<file path="config.mk">
export PLATFORM = sky130hd
export DESIGN_NAME = pc_sequencer
export DESIGN_NICKNAME = d
export VERILOG_FILES = /design/src/rtl/pc_seq_pkg.sv /design/src/rtl/pc_ras.sv /design/src/rtl/pc_sequencer.sv
export SDC_FILE = /design/constraint.sdc
export NUM_CORES = 1
export LEC_CHECK = 0
export ABC_AREA = 0
export ABC_CLOCK_PERIOD_IN_PS = 3300
export BUFFER_PORTS_ARGS = -buffer_cell sky130_fd_sc_hd__buf_2
export CAP_MARGIN = 10
export CORE_MARGIN = 2
export CORE_UTILIZATION = 60
export CTS_CLUSTER_DIAMETER = 60
export DETAILED_ROUTE_END_ITERATION = 6
export PLACE_DENSITY = 0.77
export SETUP_SLACK_MARGIN = 0.02
export SLEW_MARGIN = 20
export SYNTH_ARGS = -nofsm -noshare
export SYNTH_HDL_FRONTEND = slang
export SYNTH_SLANG_ARGS = --single-unit
</file>
<file path="constraint.sdc">
create_clock -name clk -period 3.3 [get_ports clk]
set_input_delay 0.33 -clock clk [delete_from_list [all_inputs] [get_ports clk]]
set_output_delay 0.33 -clock clk [all_outputs]
set_load 0.05 [all_outputs]
</file>
<file path="src/rtl/pc_seq_pkg.sv">
// Shared op codes and FSM state encoding for the PC sequencer.
// HALT is only reachable when PC_SEQ_HALT_ON_RAS_ERR_EN is defined.
package pc_seq_pkg;

  localparam logic [2:0] OP_NEXT = 3'd0;
  localparam logic [2:0] OP_BRZ  = 3'd1;
  localparam logic [2:0] OP_BRNZ = 3'd2;
  localparam logic [2:0] OP_JUMP = 3'd3;
  localparam logic [2:0] OP_CALL = 3'd4;
  localparam logic [2:0] OP_RET  = 3'd5;

  typedef enum logic [1:0] {
    ST_FETCH = 2'd0,
    ST_EXEC  = 2'd1,
    ST_HALT  = 2'd2
  } state_t;

endpackage

</file>
<file path="src/rtl/pc_ras.sv">
// Return-address stack: small LIFO, one push or one pop per cycle.
// Push when full and pop when empty are dropped; the caller flags them.
module pc_ras #(
  parameter int W     = 16,
  parameter int DEPTH = 8,
  localparam int AW   = $clog2(DEPTH),
  localparam int CW   = $clog2(DEPTH) + 1
) (
  input  logic          clk,
  input  logic          reset,
  input  logic          i_push,
  input  logic          i_pop,
  input  logic [W-1:0]  i_din,
  output logic [W-1:0]  o_top,
  output logic          o_full,
  output logic          o_empty,
  output logic [CW-1:0] o_count
);

  logic [W-1:0]  r_mem [DEPTH];
  logic [CW-1:0] r_cnt;
  logic [AW-1:0] w_wr_idx;
  logic [AW-1:0] w_rd_idx;
  logic          w_do_push;
  logic          w_do_pop;

  assign w_wr_idx  = r_cnt[AW-1:0];
  assign w_rd_idx  = w_wr_idx - AW'(1);
  assign o_full    = (r_cnt == CW'(DEPTH));
  assign o_empty   = (r_cnt == '0);
  assign o_top     = r_mem[w_rd_idx];
  assign o_count   = r_cnt;
  assign w_do_push = i_push && !o_full;
  assign w_do_pop  = i_pop && !o_empty && !i_push;

  always_ff @(posedge clk) begin
    if (reset) begin
      r_cnt <= '0;
    end else if (w_do_push) begin
      r_cnt <= r_cnt + CW'(1);
    end else if (w_do_pop) begin
      r_cnt <= r_cnt - CW'(1);
    end
  end

  // Storage needs no reset: entries are only read below the count.
  always_ff @(posedge clk) begin
    if (w_do_push) begin
      r_mem[w_wr_idx] <= i_din;
    end
  end

endmodule

</file>
<file path="src/rtl/pc_sequencer.sv">
// PC owner and fetch sequencer: FETCH/EXEC FSM, next-PC mux, RAS.
// Define PC_SEQ_HALT_ON_RAS_ERR_EN to halt on RAS overflow/underflow.
module pc_sequencer
  import pc_seq_pkg::*;
#(
  parameter int              ADDR_W    = 16,
  parameter int              RAS_DEPTH = 8,
  parameter logic [ADDR_W-1:0] RESET_PC  = '0
) (
  input  logic              clk,
  input  logic              reset,
  output logic              fetch_req,
  output logic [ADDR_W-1:0] fetch_addr,
  input  logic              fetch_ack,
  input  logic              op_valid,
  output logic              op_ready,
  input  logic [2:0]        op_code,
  input  logic [ADDR_W-1:0] op_target,
  input  logic              cond_zero,
  output logic [ADDR_W-1:0] pc,
  output logic              ras_overflow,
  output logic              ras_underflow
);

  localparam int RAS_CW = $clog2(RAS_DEPTH) + 1;

  state_t              r_state;
  logic [ADDR_W-1:0]   r_pc;
  logic                r_fetch_req;
  logic                r_op_ready;
  logic                r_ovf;
  logic                r_unf;

  logic                w_accept;
  logic                w_ack;
  logic [ADDR_W-1:0]   w_pc_inc;
  logic [ADDR_W-1:0]   w_next_pc;
  logic                w_is_brz;
  logic                w_is_brnz;
  logic                w_is_jump;
  logic                w_is_call;
  logic                w_is_ret;
  logic                w_ovf_err;
  logic                w_unf_err;
  logic                w_err;
  logic                w_go_halt;
  logic                w_push;
  logic                w_pop;
  logic [ADDR_W-1:0]   w_ras_top;
  logic                w_ras_full;
  logic                w_ras_empty;
  logic [RAS_CW-1:0]   w_ras_cnt;

  assign pc            = r_pc;
  assign fetch_addr    = r_pc;
  assign fetch_req     = r_fetch_req;
  assign op_ready      = r_op_ready;
  assign ras_overflow  = r_ovf;
  assign ras_underflow = r_unf;

  assign w_accept  = (r_state == ST_EXEC) && r_op_ready && op_valid;
  assign w_ack     = (r_state == ST_FETCH) && r_fetch_req && fetch_ack;
  assign w_pc_inc  = r_pc + ADDR_W'(1);

  assign w_is_brz  = (op_code == OP_BRZ);
  assign w_is_brnz = (op_code == OP_BRNZ);
  assign w_is_jump = (op_code == OP_JUMP);
  assign w_is_call = (op_code == OP_CALL);
  assign w_is_ret  = (op_code == OP_RET);

  assign w_ovf_err = w_is_call && w_ras_full;
  assign w_unf_err = w_is_ret && w_ras_empty;
  assign w_err     = w_accept && (w_ovf_err || w_unf_err);
  assign w_push    = w_accept && w_is_call && !w_ras_full;
  assign w_pop     = w_accept && w_is_ret && !w_ras_empty;

`ifdef PC_SEQ_HALT_ON_RAS_ERR_EN
  assign w_go_halt = w_err;
`else
  assign w_go_halt = 1'b0;
`endif

  // Opcodes 6 and 7 fall through to the sequential default.
  always_comb begin
    w_next_pc = w_pc_inc;
    unique case (1'b1)
      w_is_brz:  if (cond_zero) w_next_pc = op_target;
      w_is_brnz: if (!cond_zero) w_next_pc = op_target;
      w_is_jump: w_next_pc = op_target;
      w_is_call: w_next_pc = op_target;
      w_is_ret:  if (!w_ras_empty) w_next_pc = w_ras_top;
      default:   w_next_pc = w_pc_inc;
    endcase
  end

  always_comb begin
    assert (w_ras_cnt <= RAS_CW'(RAS_DEPTH));
  end

  pc_ras #(
    .W     (ADDR_W),
    .DEPTH (RAS_DEPTH)
  ) u_ras (
    .clk     (clk),
    .reset   (reset),
    .i_push  (w_push),
    .i_pop   (w_pop),
    .i_din   (w_pc_inc),
    .o_top   (w_ras_top),
    .o_full  (w_ras_full),
    .o_empty (w_ras_empty),
    .o_count (w_ras_cnt)
  );

  always_ff @(posedge clk) begin
    if (reset) begin
      r_state     <= ST_FETCH;
      r_pc        <= RESET_PC;
      r_fetch_req <= 1'b0;
      r_op_ready  <= 1'b0;
      r_ovf       <= 1'b0;
      r_unf       <= 1'b0;
    end else begin
      if (w_accept) begin
        r_ovf <= r_ovf | w_ovf_err;
        r_unf <= r_unf | w_unf_err;
      end
      unique case (r_state)
        ST_FETCH: begin
          if (w_ack) begin
            r_state     <= ST_EXEC;
            r_fetch_req <= 1'b0;
            r_op_ready  <= 1'b1;
          end else begin
            r_fetch_req <= 1'b1;
          end
        end
        ST_EXEC: begin
          if (w_accept && w_go_halt) begin
            r_state    <= ST_HALT;
            r_op_ready <= 1'b0;
          end else if (w_accept) begin
            r_pc        <= w_next_pc;
            r_state     <= ST_FETCH;
            r_fetch_req <= 1'b1;
            r_op_ready  <= 1'b0;
          end
        end
        ST_HALT: begin
          r_fetch_req <= 1'b0;
          r_op_ready  <= 1'b0;
        end
        default: begin
          r_state     <= ST_FETCH;
          r_fetch_req <= 1'b0;
          r_op_ready  <= 1'b0;
        end
      endcase
    end
  end

endmodule

</file>
==> impl_metrics.yaml, run 1 <==
sta:
  setup_viol: 0
  relSlewSlack_pct: 46.8
  fmax_mhz: 365
  tightest_slew_ps: 792
  setup_tns_ps: 0
  rsz0062_at_grt: "false"
  skew_ps: 5.48
  post-route-min-period_ps: 2740
  finalHoldViolations: 0
  maxSlewViolCount: 0
  fin_crit_sh_pct: 83.0
route:
  firstDrtPassIters: 6
  drt_iter0_drc: 467
  drt_wl_total_um: 16000
  vias: 4480
  ant_nets: 0
  viasPerCell: 6.50
  wl_per_cell_um: 23.2
  drc: 0
synth:
  syn_area_per_cell_sq_um: 14.6
  synth.cell_area_sq_um: 7040
  synth-simple-area-share_pct: 9.15
  synth_compound_area_share_pct: 8.12
  synth_edf_count: 128
  synth-seq-cells: 152
  ys_types: 60
  synth_seq_area_share_pct: 61.4
  syn-num-nets: 512
  synth-async-reset-ratio_pct: 0
  yosys_warnings: 0
  synthMuxAreaShare_pct: 13.2
  synth_top_family_by_area: "multiplexers"
  syn_inst: 481
  synthAdderAreaFrac_pct: 1.35
  synth-xor-area-share_pct: 2.49
  ys.flop_type: "edfxtp_1"
worst_hold_path:
  hp-class: "input pin to flip-flop"
final_layout:
  final_cells: 689
  drive_gt1_share_pct: 28.2
  layout-area-overhead-vs-synth_pct: 13.3
  utilization_pct: 69.8
  n_antenna_cell: 0
  finalNetCount: 564
clock_tree:
  cts_buffers: 17
  cts_htree_levels: 4
  clock_latency_ps: 430
  clock_sink_count: 152
  path_clk_slew_ps: 60
  cts-resized-gates: 0
  cts_buffer_depth: 2
  cts-root-buf: "clkbuf_16"
  holdBufCountCts: 0
  post_cts_buffers: 0
  cts_tree: "done"
grt:
  antenna_found_initial: 0
  grt_busiest_layer: "met2"
  use_met1_pct: 35.2
  grt_pass1_wl_um: 24900
  track_usage_pct: 27.0
  grt_max_degree: 40
  grt.overflow.total: 0
  grt_use_met3_pct: 5.83
  use_met2_pct: 44.4
  grt_pass1_vias: 4501
pwr:
  p_leak_nw: 2.80
  power_w: 0.00424
  powerDensity_nw_per_um2: 532
  ir_drop_mv: 0.450
worst_setup_path:
  critPathKind: "flip-flop to flip-flop"
  start_kind: "flip-flop"
  critPathMaxFanout: 14
  worstPathRequired_ps: 3590
  endpoint_kind: "flip-flop"
  arrival_ps: 3030
floorplanning:
  fp.dieH_um: 112
  io_pins: 60
  design.core.area_sq_um: 11400
  fp-row-count: 39
  design.die.area_sq_um: 12600
  dieWidth_um: 112
  initial_core_util_pct: 61.7
outcome:
  outcome: "complete, no violations"
placed_design:
  hpwl_um: 10100
  routabilityCongestion: 0.860
  port_buffers: 59
  place_inst: 657
run:
  max_cap_violations: 0
state kept, by name, indices dropped and copies added (netlist names):
signal and count:
fetch_addr 16, ras_overflow 1, fetch_req 1, u_ras.o_count 4
u_ras.r_mem 128, ras_underflow 1, r_state 1
kinds of logic after synthesis:
logic type      count (synthesis)
flops                         152
mux                            50
fa+ha+maj                       7
xor+xnor                       17
compound gates                 84
simple gates                  117
buf+inv                        54
final timing paths:
| kind | from | to | slack [ps] | depth (start not counted) |
|---|---|---|---|---|
| max reg2reg | u_ras.o_count[1] | fetch_addr[9] | 560 | 8 |
| min reg2reg | ras_underflow | ras_underflow | 460 | 2 |
| max | u_ras.o_count[1] | fetch_addr[9] | 560 | 8 |
| min | fetch_ack | r_state[0] | 210 | 3 |
stage by stage:
stage / hold slack [ps] / cell area, sq um / setup slack, ps
6_report: 205 / 7980 / 560
3_3_place_gp: 444 / 7400 / 666
2_1_floorplan: 513 / 7040 / 346
3_5_place_dp: 455 / 7400 / 546
4_1_cts: 197 / 7980 / 511
5_1_grt: 229 / 7980 / 418
cell usage after synthesis, types with 3 or more instances:
master	count	area [sq um]
a211oi_1	7	52.6
a21oi_1	32	160
a221o_1	3	30.0
a221oi_1	10	87.6
a31oi_1	6	37.5
and2_1	5	31.3
and3_1	3	18.8
and4_1	3	26.3
buf_2	11	55.1
buf_4	20	150
clkbuf_1	12	45.0
dfxtp_1	24	480
edfxtp_1	128	3840
ha_1	6	75.1
inv_1	9	33.8
mux2_2	5	56.3
mux2i_1	12	120
mux4_1	3	78.8
mux4_2	30	676
nand2_1	25	93.8
nand2b_1	9	56.3
nand3_1	7	35.0
nand4_1	4	25.0
nor2_1	35	131
nor2b_1	3	18.8
nor3_1	9	45.0
o211ai_1	3	22.5
o21ai_0	7	35.0
xnor2_1	12	105
xor2_1	3	26.3
final cells by class:
| type | instances | area (sq um) |
|---|---|---|
| sequential | 152 | 4330 |
| fill | 767 | 3440 |
| multi-input combinational | 275 | 2430 |
| clock buffer | 24 | 452 |
| timing repair buffer | 77 | 430 |
| tap | 143 | 179 |
| clock inverter | 8 | 124 |
| inverter | 10 | 37.5 |
worst max-delay path: stages, from the launching register on:
cell and delay [ps]:
dfxtp_1 490, inv_1 150, ha_1 750, buf_4 340
mux4_2 320, mux2i_1 150, nor2_1 80, a211oi_1 230
o41ai_1 80
layout by cell type, fill, tap and decap left out, drive strengths merged, types with 4 or more instances in the layout:
cell	count
mux4	33
mux2i	12
mux2	5
nor3	10
a2111oi	4
ha	6
o21ai	7
nand3	8
buf	77
edfxtp	128
nand4	6
nand2	25
dfxtp	24
a31oi	6
a211oi	7
inv	10
xor2	4
nor2	35
and2	5
a221oi	10
a21oi	33
nand2b	9
clkbuf	24
xnor2	13
layer usage:
layer | vias to the layer above | wire length, um
li1 | 1975 | -
met1 | 2256 | 6290
met3 | 32 | 1150
met4 | 0 | 422
met2 | 217 | 8120
met5 | - | 0
power breakdown:
| part | total, W | leakage [nW] | internal [W] | switching [W] |
|---|---|---|---|---|
| Combinational | 0.000227 | 1.20 | 0.0000668 | 0.000160 |
| Sequential | 0.00209 | 1.32 | 0.00208 | 0.0000170 |
| Clock | 0.00192 | 0.272 | 0.00119 | 0.000734 |
Power figures use the tool's default switching activity.
==> inputs of run 2 (changes only) <==
--- a/config.mk
+++ b/config.mk
@@ -5,15 +5,15 @@
 export SDC_FILE = /design/constraint.sdc
 export NUM_CORES = 1
 export LEC_CHECK = 0
-export ABC_AREA = 0
-export ABC_CLOCK_PERIOD_IN_PS = 3300
+export ABC_AREA = 1
+export ABC_CLOCK_PERIOD_IN_PS = 2430
 export BUFFER_PORTS_ARGS = -buffer_cell sky130_fd_sc_hd__buf_2
 export CAP_MARGIN = 10
 export CORE_MARGIN = 2
-export CORE_UTILIZATION = 60
+export CORE_UTILIZATION = 54
 export CTS_CLUSTER_DIAMETER = 60
 export DETAILED_ROUTE_END_ITERATION = 6
-export PLACE_DENSITY = 0.77
+export PLACE_DENSITY = 0.73
 export SETUP_SLACK_MARGIN = 0.02
 export SLEW_MARGIN = 20
 export SYNTH_ARGS = -nofsm -noshare
==> constraint.sdc (replaced) <==
create_clock -name clk -period 2.43 [get_ports clk]
set_input_delay 0.243 -clock clk [delete_from_list [all_inputs] [get_ports clk]]
set_output_delay 0.243 -clock clk [all_outputs]
set_load 0.05 [all_outputs]
==> run 2 against run 1 <==
  * Final area increased by 2.5%
  * Critical path depth rose by 5
  * Count of clock-buffer cells in the layout fell by 5
  * Synthesized cell count up 50%
  * Sequential share of layout area down 1.3 points
  * Largest cell class unchanged
  * Largest power group unchanged
==> impl_metrics.yaml, run 2 <==
outcome:
  outcome: "complete, no violations"
route:
  drc: 0
  wl_per_cell_um: 18.7
  firstDrtPassIters: 5
  drt_iter0_drc: 608
  vias: 5525
  drt_wl_total_um: 18000
  ant_nets: 0
  viasPerCell: 5.72
worst_setup_path:
  crit_start: "u_ras.o_count[1]"
  reg2reg_depth: 13
  start_kind: "flip-flop"
  endpoint_kind: "flip-flop"
  setup.worst_path.end: "u_ras.o_count[3]"
  arrival_ps: 2600
  critPathMaxFanout: 4
  r2r-start: "u_ras.o_count[1]"
  r2r-end: "u_ras.o_count[3]"
  critPathKind: "flip-flop to flip-flop"
  worstPathRequired_ps: 2790
  regToRegSetupSlack_ps: 180
placed_design:
  place_area_sq_um: 7560
  place_inst: 933
  dp_slack_ps: 188
  routabilityCongestion: 0.956
  port_buffers: 59
  hpwl_um: 11400
sta:
  rsz0062_at_grt: "false"
  maxSlewViolCount: 0
  post-route-min-period_ps: 2250
  relSlewSlack_pct: 45.1
  fin_ws_ps: 185
  setup_viol: 0
  skew_ps: 16.9
  finalHoldViolations: 0
  setup_tns_ps: 0
  tightest_slew_ps: 821
  fin_crit_sh_pct: 92.4
  fmax_mhz: 445
grt:
  grt_pass1_wl_um: 28400
  antenna_found_initial: 0
  grt.overflow.total: 0
  grt_pass1_vias: 5359
  track_usage_pct: 26.4
  grt_max_degree: 70
synth:
  ys_types: 40
  synth_seq_area_share_pct: 60.9
  yosys_warnings: 0
  synth_edf_count: 128
  synth-seq-cells: 152
  ys_top_cells_by_area: "edfxtp_1 54%, nand2_1 11%, dfxtp_1 6.8%"
  synth-async-reset-ratio_pct: 0
  syn_inst: 723
  synth.largest_area_cell: "edfxtp_1"
  ys_top_cells_by_count: "199 x nand2_1, 128 x edfxtp_1, 96 x nand3_1, 52 x nor2_1, 39 x inv_1"
  syn-num-nets: 754
  synth.cell_area_sq_um: 7100
  ys.flop_type: "edfxtp_1"
  netlist.area_leader.share_pct: 54.1
  synth.most_common_cell: "nand2_1"
  syn_area_per_cell_sq_um: 9.82
final_layout:
  final_common_cell: "nand2_1"
  fin_area_sq_um: 8170
  layout-area-overhead-vs-synth_pct: 15.1
  finalNetCount: 813
  final_cells: 966
  final_cell_mix: "199 x nand2_1, 128 x edfxtp_1, 96 x nand3_1"
  largest_register: "u_ras.r_mem"
  n_antenna_cell: 0
  largest_reg_flops: 128
  drive_gt1_share_pct: 19.0
floorplanning:
  dieWidth_um: 119
  fp-row-count: 41
  fp.dieH_um: 119
  io_pins: 60
  initial_core_util_pct: 55.8
  design.core.area_sq_um: 12700
  design.die.area_sq_um: 14100
clock_tree:
  path_clk_slew_ps: 60
  cts_htree_levels: 4
  clock_latency_ps: 420
  cts_tree: "done"
  cts_buffers: 17
  clock_sink_count: 152
  cts-root-buf: "clkbuf_16"
  cts_buffer_depth: 2
pwr:
  combPwrFrac_pct: 6.6
  power.switching_w: 0.00132
  p_leak_nw: 3.33
  p_int_w: 0.00454
  power_w: 0.00586
  powerDensity_nw_per_um2: 717
  ir_drop_mv: 0.532
  pwr-share-clk_pct: 44.6
  p_seq_share_pct: 48.9
  swShare_pct: 22.5
worst_hold_path:
  hp-class: "input pin to flip-flop"
run:
  max_cap_violations: 0
## run 2: critical path, cell delays in order (launching register included)
cell	delay, ps
dfxtp_1	330
inv_1	60
ha_1	190
inv_2	80
nor3_1	70
nor3_2	290
inv_2	130
ha_4	240
a21oi_1	160
nand2_1	90
or2_2	320
nand3_1	90
nand2_1	50
nor2_1	100
## run 2: kinds of logic (layout without fill, tap and decap cells)
family | count (synthesis) | in the layout | share of synthesized area [%]
buf+inv | 93 | 164 | 6.36
fa+ha+maj | 7 | 7 | 1.34
xor+xnor | 10 | 10 | 1.50
flops | 152 | 152 | 60.9
simple gates | 375 | 375 | 23.1
compound gates | 86 | 86 | 6.84
## run 2: what timing repair did
action	4_1_cts	5_1_grt
setup buffers	0	2
hold buffers	0	0
setup endpoints to repair	0	2
resized for setup	0	1
## run 2: worst min-delay path by stage
stage / slack, ps / depth (start not counted) / endpoint / from
3_5_place_dp: 460 / 2 / ras_underflow / ras_underflow
5_1_grt: 150 / 3 / fetch_addr[7] / op_target[7]
2_1_floorplan: 390 / 3 / fetch_addr[0] / reset
6_report: 130 / 3 / fetch_addr[6] / op_target[6]
3_3_place_gp: 460 / 2 / ras_underflow / ras_underflow
4_1_cts: 120 / 4 / fetch_req / fetch_ack
## run 2: cell type report
type                       instances  area (sq um)
fill                            1031          4550
clock inverter                    12           154
clock buffer                      19           433
multi-input combinational        478          2370
inverter                          47           179
sequential                       152          4330
tap                              172           215
timing repair buffer              86           498
## run 2: layer usage
metal | share of wire, % | track usage (%) | wire (um)
met1 | 40 | 35.4 | 7290
met2 | 48 | 42.1 | 8630
met3 | 9.5 | 5.45 | 1710
met4 | 2.1 | 10.3 | 384
met5 | 0 | 0 | 0
## run 2: power groups by stage
stage	Clock, W	Sequential, W	Combinational, W
final	0.00261	0.00286	0.000386
after global placement	0	0.00292	0.000371
after floorplan	0	0.00296	0.000227
after CTS	0.00262	0.00286	0.000382
after global routing	0.00275	0.00286	0.000417
after detailed placement	0	0.00292	0.000378
## run 2: metrics by stage
stage,hold slack (ps),util [%]
CTS,124,64.1
global placement,459,59.5
detailed placement,461,59.5
floorplan,388,-
global route,151,64.2
finish,131,64.2
